### config.mk
export PLATFORM = sky130hd
export DESIGN_NAME = axi4lite_write_slave
export DESIGN_NICKNAME = d
export VERILOG_FILES = /design/src/rtl/axi4lite_write_slave.sv
export SDC_FILE = /design/constraint.sdc
export NUM_CORES = 1
export LEC_CHECK = 0
export BUFFER_PORTS_ARGS = -buffer_cell sky130_fd_sc_hd__buf_4
export CAP_MARGIN = 20
export CORE_AREA = 4 4 91 93
export CTS_BUF_LIST = sky130_fd_sc_hd__clkbuf_4 sky130_fd_sc_hd__clkbuf_8
export CTS_CLUSTER_DIAMETER = 80
export DETAILED_ROUTE_END_ITERATION = 10
export DIE_AREA = 0 0 95 97
export PLACE_DENSITY_LB_ADDON = 0.1
export SETUP_SLACK_MARGIN = 0.5
export SLEW_MARGIN = 5
export SYNTH_ARGS = -nofsm -noshare
export SYNTH_HDL_FRONTEND = slang
export SYNTH_SLANG_ARGS = --single-unit
### constraint.sdc
create_clock -name aclk -period 1.4 [get_ports aclk]
set_clock_uncertainty 0.1 [all_clocks]
set_input_delay 0.28 -clock aclk [delete_from_list [all_inputs] [get_ports aclk]]
set_output_delay 0.28 -clock aclk [all_outputs]
set_load 0.05 [all_outputs]
### src/rtl/axi4lite_write_slave.sv
// AXI4-Lite write slave: captures one AW and one W beat in any order, commits them
// to a local register port as a one-cycle strobe, then returns a B response.
module axi4lite_write_slave (
  input  logic        aclk,
  input  logic        aresetn,
  input  logic        awvalid,
  output logic        awready,
  input  logic [31:0] awaddr,
  input  logic [2:0]  awprot,
  input  logic        wvalid,
  output logic        wready,
  input  logic [31:0] wdata,
  input  logic [3:0]  wstrb,
  output logic        bvalid,
  input  logic        bready,
  output logic [1:0]  bresp,
  output logic        we,
  output logic [31:0] addr,
  output logic [31:0] data,
  output logic [3:0]  strb,
  input  logic        valid
);

  localparam logic [1:0] RESP_OKAY   = 2'b00;
  localparam logic [1:0] RESP_SLVERR = 2'b10;
  localparam logic [1:0] RESP_DECERR = 2'b11;

  // Decode failure outranks misalignment.
  function automatic logic [1:0] decide_resp(input logic dec_ok, input logic [1:0] addr_lsb);
    logic [1:0] r;
    if (!dec_ok) begin
      r = RESP_DECERR;
    end else if (addr_lsb != 2'b00) begin
      r = RESP_SLVERR;
    end else begin
      r = RESP_OKAY;
    end
    return r;
  endfunction

  logic        aw_full_q, aw_full_d;
  logic        w_full_q, w_full_d;
  logic        awready_q, awready_d;
  logic        wready_q, wready_d;
  logic        bvalid_q, bvalid_d;
  logic [1:0]  bresp_q, bresp_d;
  logic        we_q, we_d;
  logic [31:0] addr_q, addr_d;
  logic [31:0] data_q, data_d;
  logic [3:0]  strb_q, strb_d;

  logic        aw_hs_s, w_hs_s, commit_s;
  logic [1:0]  resp_s;
  logic        unused_awprot_s;

  assign unused_awprot_s = ^awprot;

  assign aw_hs_s  = awvalid & awready_q;
  assign w_hs_s   = wvalid & wready_q;
  assign commit_s = aw_full_q & w_full_q & ~bvalid_q;
  assign resp_s   = decide_resp(valid, addr_q[1:0]);

  // Next-state for capture flags, payload, response and readies.
  always_comb begin
    aw_full_d = aw_full_q;
    w_full_d  = w_full_q;
    bvalid_d  = bvalid_q;
    bresp_d   = bresp_q;
    we_d      = 1'b0;
    addr_d    = addr_q;
    data_d    = data_q;
    strb_d    = strb_q;

    if (aw_hs_s) begin
      addr_d    = awaddr;
      aw_full_d = 1'b1;
    end else if (commit_s) begin
      aw_full_d = 1'b0;
    end else begin
      aw_full_d = aw_full_q;
    end

    if (w_hs_s) begin
      data_d   = wdata;
      strb_d   = wstrb;
      w_full_d = 1'b1;
    end else if (commit_s) begin
      w_full_d = 1'b0;
    end else begin
      w_full_d = w_full_q;
    end

    // The local strobe fires only for an OKAY commit, in the same cycle bvalid rises.
    if (commit_s) begin
      bvalid_d = 1'b1;
      bresp_d  = resp_s;
      we_d     = (resp_s == RESP_OKAY);
    end else if (bvalid_q && bready) begin
      bvalid_d = 1'b0;
    end else begin
      bvalid_d = bvalid_q;
    end

    awready_d = ~aw_full_d & ~bvalid_d;
    wready_d  = ~w_full_d & ~bvalid_d;
  end

  // State register with asynchronous active-low reset.
  always_ff @(posedge aclk or negedge aresetn) begin
    if (!aresetn) begin
      aw_full_q <= 1'b0;
      w_full_q  <= 1'b0;
      awready_q <= 1'b0;
      wready_q  <= 1'b0;
      bvalid_q  <= 1'b0;
      bresp_q   <= 2'b00;
      we_q      <= 1'b0;
      addr_q    <= 32'd0;
      data_q    <= 32'd0;
      strb_q    <= 4'd0;
    end else begin
      aw_full_q <= aw_full_d;
      w_full_q  <= w_full_d;
      awready_q <= awready_d;
      wready_q  <= wready_d;
      bvalid_q  <= bvalid_d;
      bresp_q   <= bresp_d;
      we_q      <= we_d;
      addr_q    <= addr_d;
      data_q    <= data_d;
      strb_q    <= strb_d;
    end
  end

  assign awready = awready_q;
  assign wready  = wready_q;
  assign bvalid  = bvalid_q;
  assign bresp   = bresp_q;
  assign we      = we_q;
  assign addr    = addr_q;
  assign data    = data_q;
  assign strb    = strb_q;

endmodule

==> results.cfg, run 1 <==
[die]
core_area_mm2 = 0.007527
initial_core_util_pct = 38.90
die_width_um = 95
die_h_um = 97
num_rows = 32
pin_count = 151
die-area_mm2 = 0.009215

[logic_synthesis]
synth.largest_area_cell = dfrtp_1
yosysTopAreaCellShare_pct = 64.96
ys_seq_elements = 76
synth_seq_area_share_pct = 64.96
syn_nets = 246
syn_area_mm2 = 0.002928
syn_avg_cell_area_um2 = 17.32
ys.warnings.count = 0
synth_cell_types = 19
synthCells = 169
synth_area_leaders = dfrtp_1, mux2_2, mux2_4

[global_routing]
grt_pass1_vias = 2366
busiest_layer = met2
grt_pass1_wl_um = 12050
antenna_found_initial = 0
grt_util_met1_pct = 20.87
grt-ovfl-total = 0
grt_use_total_pct = 17.15
use_met3_pct = 5.988
grt_max_degree = 77
grt_use_met2_pct = 27.82

[sta]
finalCriticalPeriod_ns = 1.343
max_slew_margin_pct = 72.99
rsz0062_at_grt = true
timing.final.crit_share_pct = 95.94
tightestPinTransition_ns = 0.4052
fmax_mhz = 744.5
slew_violations = 0
hold_violations = 76
holdWs_ns = -0.1679
setup_viol = 0

[worst_setup_path]
crit_start = wready
crit_type = flop to output port
cp-end-kind = output port
cp.depth = 1
reg2reg_depth = 4
crit_buf_inv = 1
crit_path_top_delay_cell = dfrtp_2
r2r-start = awready
crit_chain = buf_6
critPathArrivalTime_ns = 0.96
slowest_delay_ns = 0.45
r2r_slack_ns = 0.06
cp_max_fo = 2
cp_top_family = flip-flops
cp-start-kind = flop
critPathRequiredTime_ns = 1.02
r2r_end = addr[27]
setup.worst_path.end = wready

[clock_network]
worstSkewPairLatency_ns = 0.34
clock_sinks = 76
clk_pin_slew_worst_paths_ns = 0.08
hold_buffers = 1
htreeDepth = 3
cts_tree = yes
clock_path_buffers = 2
root_buffer = clkbuf_8
cts_buffers = 9

[layout]
n_fill_cell = 526
layout_common_cells = buf_4, buf_6, mux2_4
multi_input_area_mm2 = 0.001164
final_core_util_pct = 72.44
drive_above_1_share_pct = 93.99
area_delta_synth_final_pct = 86.24
final_common_cell = buf_4
antenna_cells = 0
seq_area_mm2 = 0.001982
nets = 438

[job]
cap_violations = 0

[drt]
num_vias = 2162
ant_nets = 0
route.detailed.drc = 0
drt_iter0_markers = 30
dr.pass1.iters = 4
routed_via_density = 4.620
detail_route.wl_per_cell_um = 16.54
drt_wl_total_um = 7740

[min_path]
min_path_type = input port to asynchronous set/reset pin

[outcome]
status = complete, but fails checks
failed_checks = hold timing

[place]
numPortBuffers = 147
hpwl_um = 4851
routabilityCongestion = 0.6710

[power]
power.density_mw_per_mm2 = 2981
ir_drop_mv = 1.412
leakagePower_uw = 0.002731
## cells in the mapped netlist
cell type	number
o21ai_0	2
mux2i_1	1
nor2b_1	2
or2_2	1
and3b_1	1
nand2_2	1
nand3b_1	1
a211oi_1	1
nand2_1	1
buf_6	4
nor2_1	1
mux2_2	51
clkbuf_8	2
inv_1	3
nor3b_1	1
dfrtp_1	76
mux2_4	18
or3b_1	1
buf_2	1
## layout make-up
type / instances / area share [%]
multi-input combinational: 83 / 21.34
sequential: 76 / 36.35
inverter: 3 / 0.2065
clock buffer: 9 / 2.272
timing repair buffer: 188 / 35.82
tap: 102 / 2.341
clock inverter: 7 / 1.675
## report_power, final
part	internal, uW	switching (uW)	leakage [uW]
clock	997	813	0.000109
combinational	4740	5370	0.00179
sequential	3480	856	0.000830
total	9220	7040	0.00273
## sequential cells by signal (all words and copies together), names as in the netlist
signal     flops
strb           4
awready        1
wready         1
addr          32
data          32
we             1
w_full_q       1
aw_full_q      1
bvalid         1
bresp          2
## metal layers
| metal | share of wire (%) | wire length, um |
|---|---|---|
| met5 | 0 | 0 |
| met1 | 40 | 3121 |
| met4 | 1.4 | 112 |
| met2 | 50 | 3881 |
| met3 | 8.1 | 625 |
## worst reg2reg max path: cells and delay by family (launching register included)
kind | cells | cell delay, ns
AND/OR/NAND/NOR | 1 | 0.10
multiplexers | 1 | 0.29
flip-flops | 1 | 0.44
buffers and inverters | 2 | 0.30
## cell families after synthesis
kind of cell,after synthesis,synth area share [%]
AO/OA/AOI/OAI,3,0.5984
buffers and inverters,10,3.034
flip-flops,76,64.96
multiplexers,70,29.19
AND/OR/NAND/NOR,10,2.222
## how the worst min path moves through the flow
stage	from	end	slack (ns)
floorplan	aresetn	addr[0]	-0.12
detailed placement	aresetn	data[17]	0.23
global route	aresetn	data[17]	-0.15
global placement	aresetn	data[15]	0.23
CTS	aresetn	data[17]	-0.14
finish	aresetn	data[17]	-0.17
## stage by stage
| step | TNS, ns | power (uW) | instances | area (um2) | setup slack, ns |
|---|---|---|---|---|---|
| finish | 0 | 16260 | 468 | 5453 | 0.05684 |
| global route | 0 | 16940 | 468 | 5453 | 0.01909 |
| CTS | 0 | 15760 | 455 | 5210 | 0.04806 |
| detailed placement | 0 | 12390 | 418 | 4407 | 0.1253 |
| global placement | 0 | 12300 | 418 | 4407 | 0.1257 |
| floorplan | -0.1594 | 10030 | 169 | 3184 | -0.01307 |
## what timing repair did
item / CTS / global route
setup endpoints to repair: 150 / 150
endpoints found under the hold margin: 77 / 76
cloned: 5 / 3
gates resized for setup: 86 / 23
pin swaps: 1 / 1
setup buffers: 15 / 10
Note: power is estimated with default switching activity, not from simulation.
==> run 2: changes to the inputs <==
--- a/config.mk
+++ b/config.mk
@@ -7,11 +7,11 @@
 export LEC_CHECK = 0
 export BUFFER_PORTS_ARGS = -buffer_cell sky130_fd_sc_hd__buf_4
 export CAP_MARGIN = 20
-export CORE_AREA = 4 4 91 93
+export CORE_AREA = 4 4 84 86
 export CTS_BUF_LIST = sky130_fd_sc_hd__clkbuf_4 sky130_fd_sc_hd__clkbuf_8
 export CTS_CLUSTER_DIAMETER = 80
 export DETAILED_ROUTE_END_ITERATION = 10
-export DIE_AREA = 0 0 95 97
+export DIE_AREA = 0 0 88 90
 export PLACE_DENSITY_LB_ADDON = 0.1
 export SETUP_SLACK_MARGIN = 0.5
 export SLEW_MARGIN = 5
==> results.cfg, run 2 (synthesized netlist as in run 1, its figures left out) <==
[global_routing]
antenna_found_initial = 0
grt_pass1_wl_um = 11770
grt_max_degree = 32
grt_pass1_vias = 2349
grt_use_total_pct = 19.27
grt-ovfl-total = 0

[layout]
layout_common_cells = buf_4, buf_6, dfrtp_2
antenna_cells = 0
drive_above_1_share_pct = 94.31
instances_no_fill = 446
nets = 441
area_delta_synth_final_pct = 81.15
final_common_cell = buf_4
stdcell_area_mm2 = 0.005304

[worst_setup_path]
crit_type = flop to flop
cp_max_fo = 5
reg2reg_depth = 4
cp-end-kind = flop
critPathArrivalTime_ns = 1.44
cp-start-kind = flop
critPathRequiredTime_ns = 1.52

[sta]
holdWs_ns = -0.2834
timing.final.crit_share_pct = 94.74
max_slew_margin_pct = 81.19
fmax_mhz = 753.9
setup_viol = 0
hold_violations = 22
finalCriticalPeriod_ns = 1.326
setup_slack_ns = 0.07359
rsz0062_at_grt = true
slew_violations = 0
tns_ns = 0
tightestPinTransition_ns = 0.2821

[die]
die_h_um = 90
die_width_um = 88
initial_core_util_pct = 46.64
num_rows = 29
core_area_mm2 = 0.006277
die-area_mm2 = 0.007920
pin_count = 151

[place]
dp.cells = 393
place_ws_ns = 0.1039
routabilityCongestion = 0.7180
place_area_mm2 = 0.004400
numPortBuffers = 147
hpwl_um = 5065

[drt]
num_vias = 2143
drt_wl_total_um = 8177
met3WireLength_um = 686
routed_via_density = 4.805
highest_layer = met4
dr.pass1.iters = 4
route.detailed.drc = 0
detail_route.wl_per_cell_um = 18.33
ant_nets = 0
wl_met1_um = 3076
wl_met2_um = 4280
drt_iter0_markers = 49

[power]
leakagePower_uw = 0.002650
power.density_mw_per_mm2 = 2976
p_comb_share_pct = 63.1
p_sw_uw = 6983
ir_drop_mv = 1.965
sequentialPowerShare_pct = 27.6
p_sw_share_pct = 44.24
clockPowerShare_pct = 9.3
internal-power_uw = 8801

[job]
cap_violations = 0

[clock_network]
cts_tree = yes
clk_pin_slew_worst_paths_ns = 0.07
root_buffer = clkbuf_8
htreeDepth = 3
cts_buffers = 9
worstSkewPairLatency_ns = 0.34
clock_path_buffers = 2
clock_sinks = 76

[outcome]
failed_checks = hold timing
status = complete, but fails checks

[min_path]
min_path_type = input port to asynchronous set/reset pin
## run 2: cell count changes in the layout (fill, tap and decap cells not counted), sizes merged
cell	change
dlygate4sd3	-1
bufinv	-2
clkinvlp	-1
buf	+3
clkinv	-1
clkbuf	+5
## run 2: worst paths after layout
kind / from / end / slack, ns
min reg2reg: data[8] / data[8] / 0.43
max: awready / addr[13] / 0.07
min: aresetn / data[31] / -0.28
max reg2reg: awready / addr[13] / 0.07
min in group aclk: valid / bresp[0] / 0.03
max in group asynchronous: aresetn / addr[18] / 1.01
## run 2: routing by layer
metal  global-route usage, %  vias up
li1                        -      973
met1                   23.66     1064
met2                   31.72       94
met3                   6.673       12
met4                   5.754        0
met5                       0        -
## run 2: metrics by stage
step	power (uW)	hold WS (ns)	util, %
after global routing	16390	-0.2761	84.49
after detailed placement	12410	0.08579	70.10
after floorplan	10030	-0.1156	-
after global placement	12270	0.08065	70.10
final	15780	-0.2834	84.49
after CTS	15360	-0.2801	81.24
## run 2: critical path: stages, from the launching register on
cell and delay [ns]:
dfrtp_2 0.44, nand2_4 0.10, buf_6 0.13, clkbuf_16 0.15, mux2_4 0.29
## run 2: what timing repair did
action                                  4_1_cts  5_1_grt
hold endpoints to repair                     18       18
resized for setup                            88        6
endpoints found under the setup margin      150      150
pin swaps                                     1        2
buffers inserted                             20       11
cloned                                        2        4
## run 2: layout make-up
| class | instances | area, um2 |
|---|---|---|
| inverter | 3 | 11.26 |
| fill | 323 | 973.4 |
| sequential | 76 | 1982 |
| multi-input combinational | 83 | 1100 |
| clock buffer | 13 | 153.9 |
| clock inverter | 3 | 15.01 |
| tap | 77 | 96.34 |
| timing repair buffer | 191 | 1946 |
## run 2: power groups by stage
stage	combinational [uW]	sequential (uW)	clock, uW
3_5_place_dp	8250	4160	0
6_report	9960	4360	1460
4_1_cts	9560	4320	1480
2_1_floorplan	2080	7950	0
5_1_grt	10300	4500	1580
3_3_place_gp	8160	4110	0
==> run 3: changes to the inputs <==
--- a/config.mk
+++ b/config.mk
@@ -7,11 +7,11 @@
 export LEC_CHECK = 0
 export BUFFER_PORTS_ARGS = -buffer_cell sky130_fd_sc_hd__buf_4
 export CAP_MARGIN = 20
-export CORE_AREA = 4 4 84 86
+export CORE_AREA = 4 4 65 112
 export CTS_BUF_LIST = sky130_fd_sc_hd__clkbuf_4 sky130_fd_sc_hd__clkbuf_8
 export CTS_CLUSTER_DIAMETER = 80
 export DETAILED_ROUTE_END_ITERATION = 10
-export DIE_AREA = 0 0 88 90
+export DIE_AREA = 0 0 69 116
 export PLACE_DENSITY_LB_ADDON = 0.1
 export SETUP_SLACK_MARGIN = 0.5
 export SLEW_MARGIN = 5
==> results.cfg, run 3 (synthesized netlist as in run 1, its figures left out) <==
[clock_network]
clock_path_buffers = 2
cts_tree = yes
root_buffer = clkbuf_8
htreeDepth = 3
clock_sinks = 76
worstSkewPairLatency_ns = 0.35
hold_buffers = 1
cts_buffers = 9
clk_pin_slew_worst_paths_ns = 0.08

[worst_setup_path]
cp-end-kind = flop
reg2reg_depth = 4
crit_start = wready
r2r_end = strb[2]
cp-start-kind = flop
r2r-start = wready
crit_type = flop to flop
critPathRequiredTime_ns = 1.53
cp_max_fo = 6
critPathArrivalTime_ns = 1.48
r2r_slack_ns = 0.05

[sta]
hold_violations = 20
setup_viol = 0
timing.final.crit_share_pct = 96.13
slew_violations = 0
finalCriticalPeriod_ns = 1.346
fmax_mhz = 743.1
holdWs_ns = -0.2785
max_slew_margin_pct = 78.63
tightestPinTransition_ns = 0.3205
rsz0062_at_grt = true

[drt]
ant_nets = 0
drt_iter0_markers = 58
route.detailed.drc = 0
detail_route.wl_per_cell_um = 17.88
dr.pass1.iters = 4
num_vias = 2162
routed_via_density = 4.804
drt_wl_total_um = 8048

[die]
die-area_mm2 = 0.008004
die_width_um = 69
num_rows = 39
core_area_mm2 = 0.006441
pin_count = 151
initial_core_util_pct = 45.45
die_h_um = 116

[global_routing]
grt-ovfl-total = 0
grt_pass1_vias = 2355
grt_use_total_pct = 19.47
grt_pass1_wl_um = 12000
antenna_found_initial = 0
grt_max_degree = 31

[layout]
layout_common_cells = buf_4, buf_6, dfrtp_2
drive_above_1_share_pct = 94.29
antenna_cells = 0
final_common_cell = buf_4
instances_no_fill = 450
nets = 440
area_delta_synth_final_pct = 82.27

[outcome]
failed_checks = hold timing
status = complete, but fails checks

[place]
dp.cells = 398
routabilityCongestion = 0.7165
hpwl_um = 5075
numPortBuffers = 147

[power]
ir_drop_mv = 1.994
leakagePower_uw = 0.002677
power.density_mw_per_mm2 = 2999

[min_path]
min_path_type = input port to asynchronous set/reset pin

[job]
cap_violations = 0
[run 3: cell count changes in the layout (fill, tap and decap cells not counted), sizes merged]
cell	before	now
clkinvlp	0	1
clkbuf	17	14
buf	187	186
bufinv	0	1
dlygate4sd3	0	1
[run 3: cell type report]
class	count	area [um2]
multi-input combinational	83	1135
tap	82	102.6
sequential	76	1982
timing repair buffer	190	1914
clock buffer	11	138.9
fill	334	1105
inverter	3	11.26
clock inverter	5	52.55
[run 3: worst max-delay path: stages (launching register included)]
cell,delay (ns)
dfrtp_2,0.43
nand2_4,0.10
buf_12,0.14
buf_12,0.12
mux2_2,0.33
[run 3: per-stage QoR]
| stage | TNS (ns) | worst slack (ns) | instance area [um2] | power (uW) | utilization, % |
|---|---|---|---|---|---|
| floorplan | -0.1594 | -0.01307 | 3184 | 10030 | - |
| global placement | 0 | 0.09771 | 4419 | 12300 | 68.61 |
| detailed placement | 0 | 0.08157 | 4419 | 12430 | 68.61 |
| CTS | 0 | 0.04683 | 5142 | 15570 | 79.84 |
| global route | 0 | 0.03373 | 5336 | 16650 | 82.85 |
| finish | 0 | 0.05423 | 5336 | 16000 | 82.85 |
[run 3: how the worst max path moves through the flow]
stage,endpoint,cells past startpoint
final,strb[2],4
after global routing,bvalid,1
after CTS,data[31],4
after detailed placement,strb[1],4
after global placement,data[12],4
after floorplan,data[13],4
[run 3: what timing repair did]
item                                    in CTS  in global routing
gates resized for setup                     89                  6
hold endpoints to repair                    21                 20
pin swaps                                    3                  5
endpoints found under the setup margin     149                150
buffers inserted                            16                 14
gates cloned                                 2                  3
[run 3: layer usage]
layer | global-route usage, % | share of wire [%] | vias to the layer above
li1 | - | - | 972
met1 | 21.38 | 35 | 1064
met2 | 33.48 | 54 | 104
met3 | 6.944 | 7.6 | 22
met4 | 9.387 | 3.0 | 0
met5 | 0 | 0 | -
[run 3: report_power, final]
part | switching (uW) | total, uW | internal [uW]
Combinational | 5390 | 10000 | 4630
Clock | 783 | 1640 | 854
Sequential | 870 | 4350 | 3480
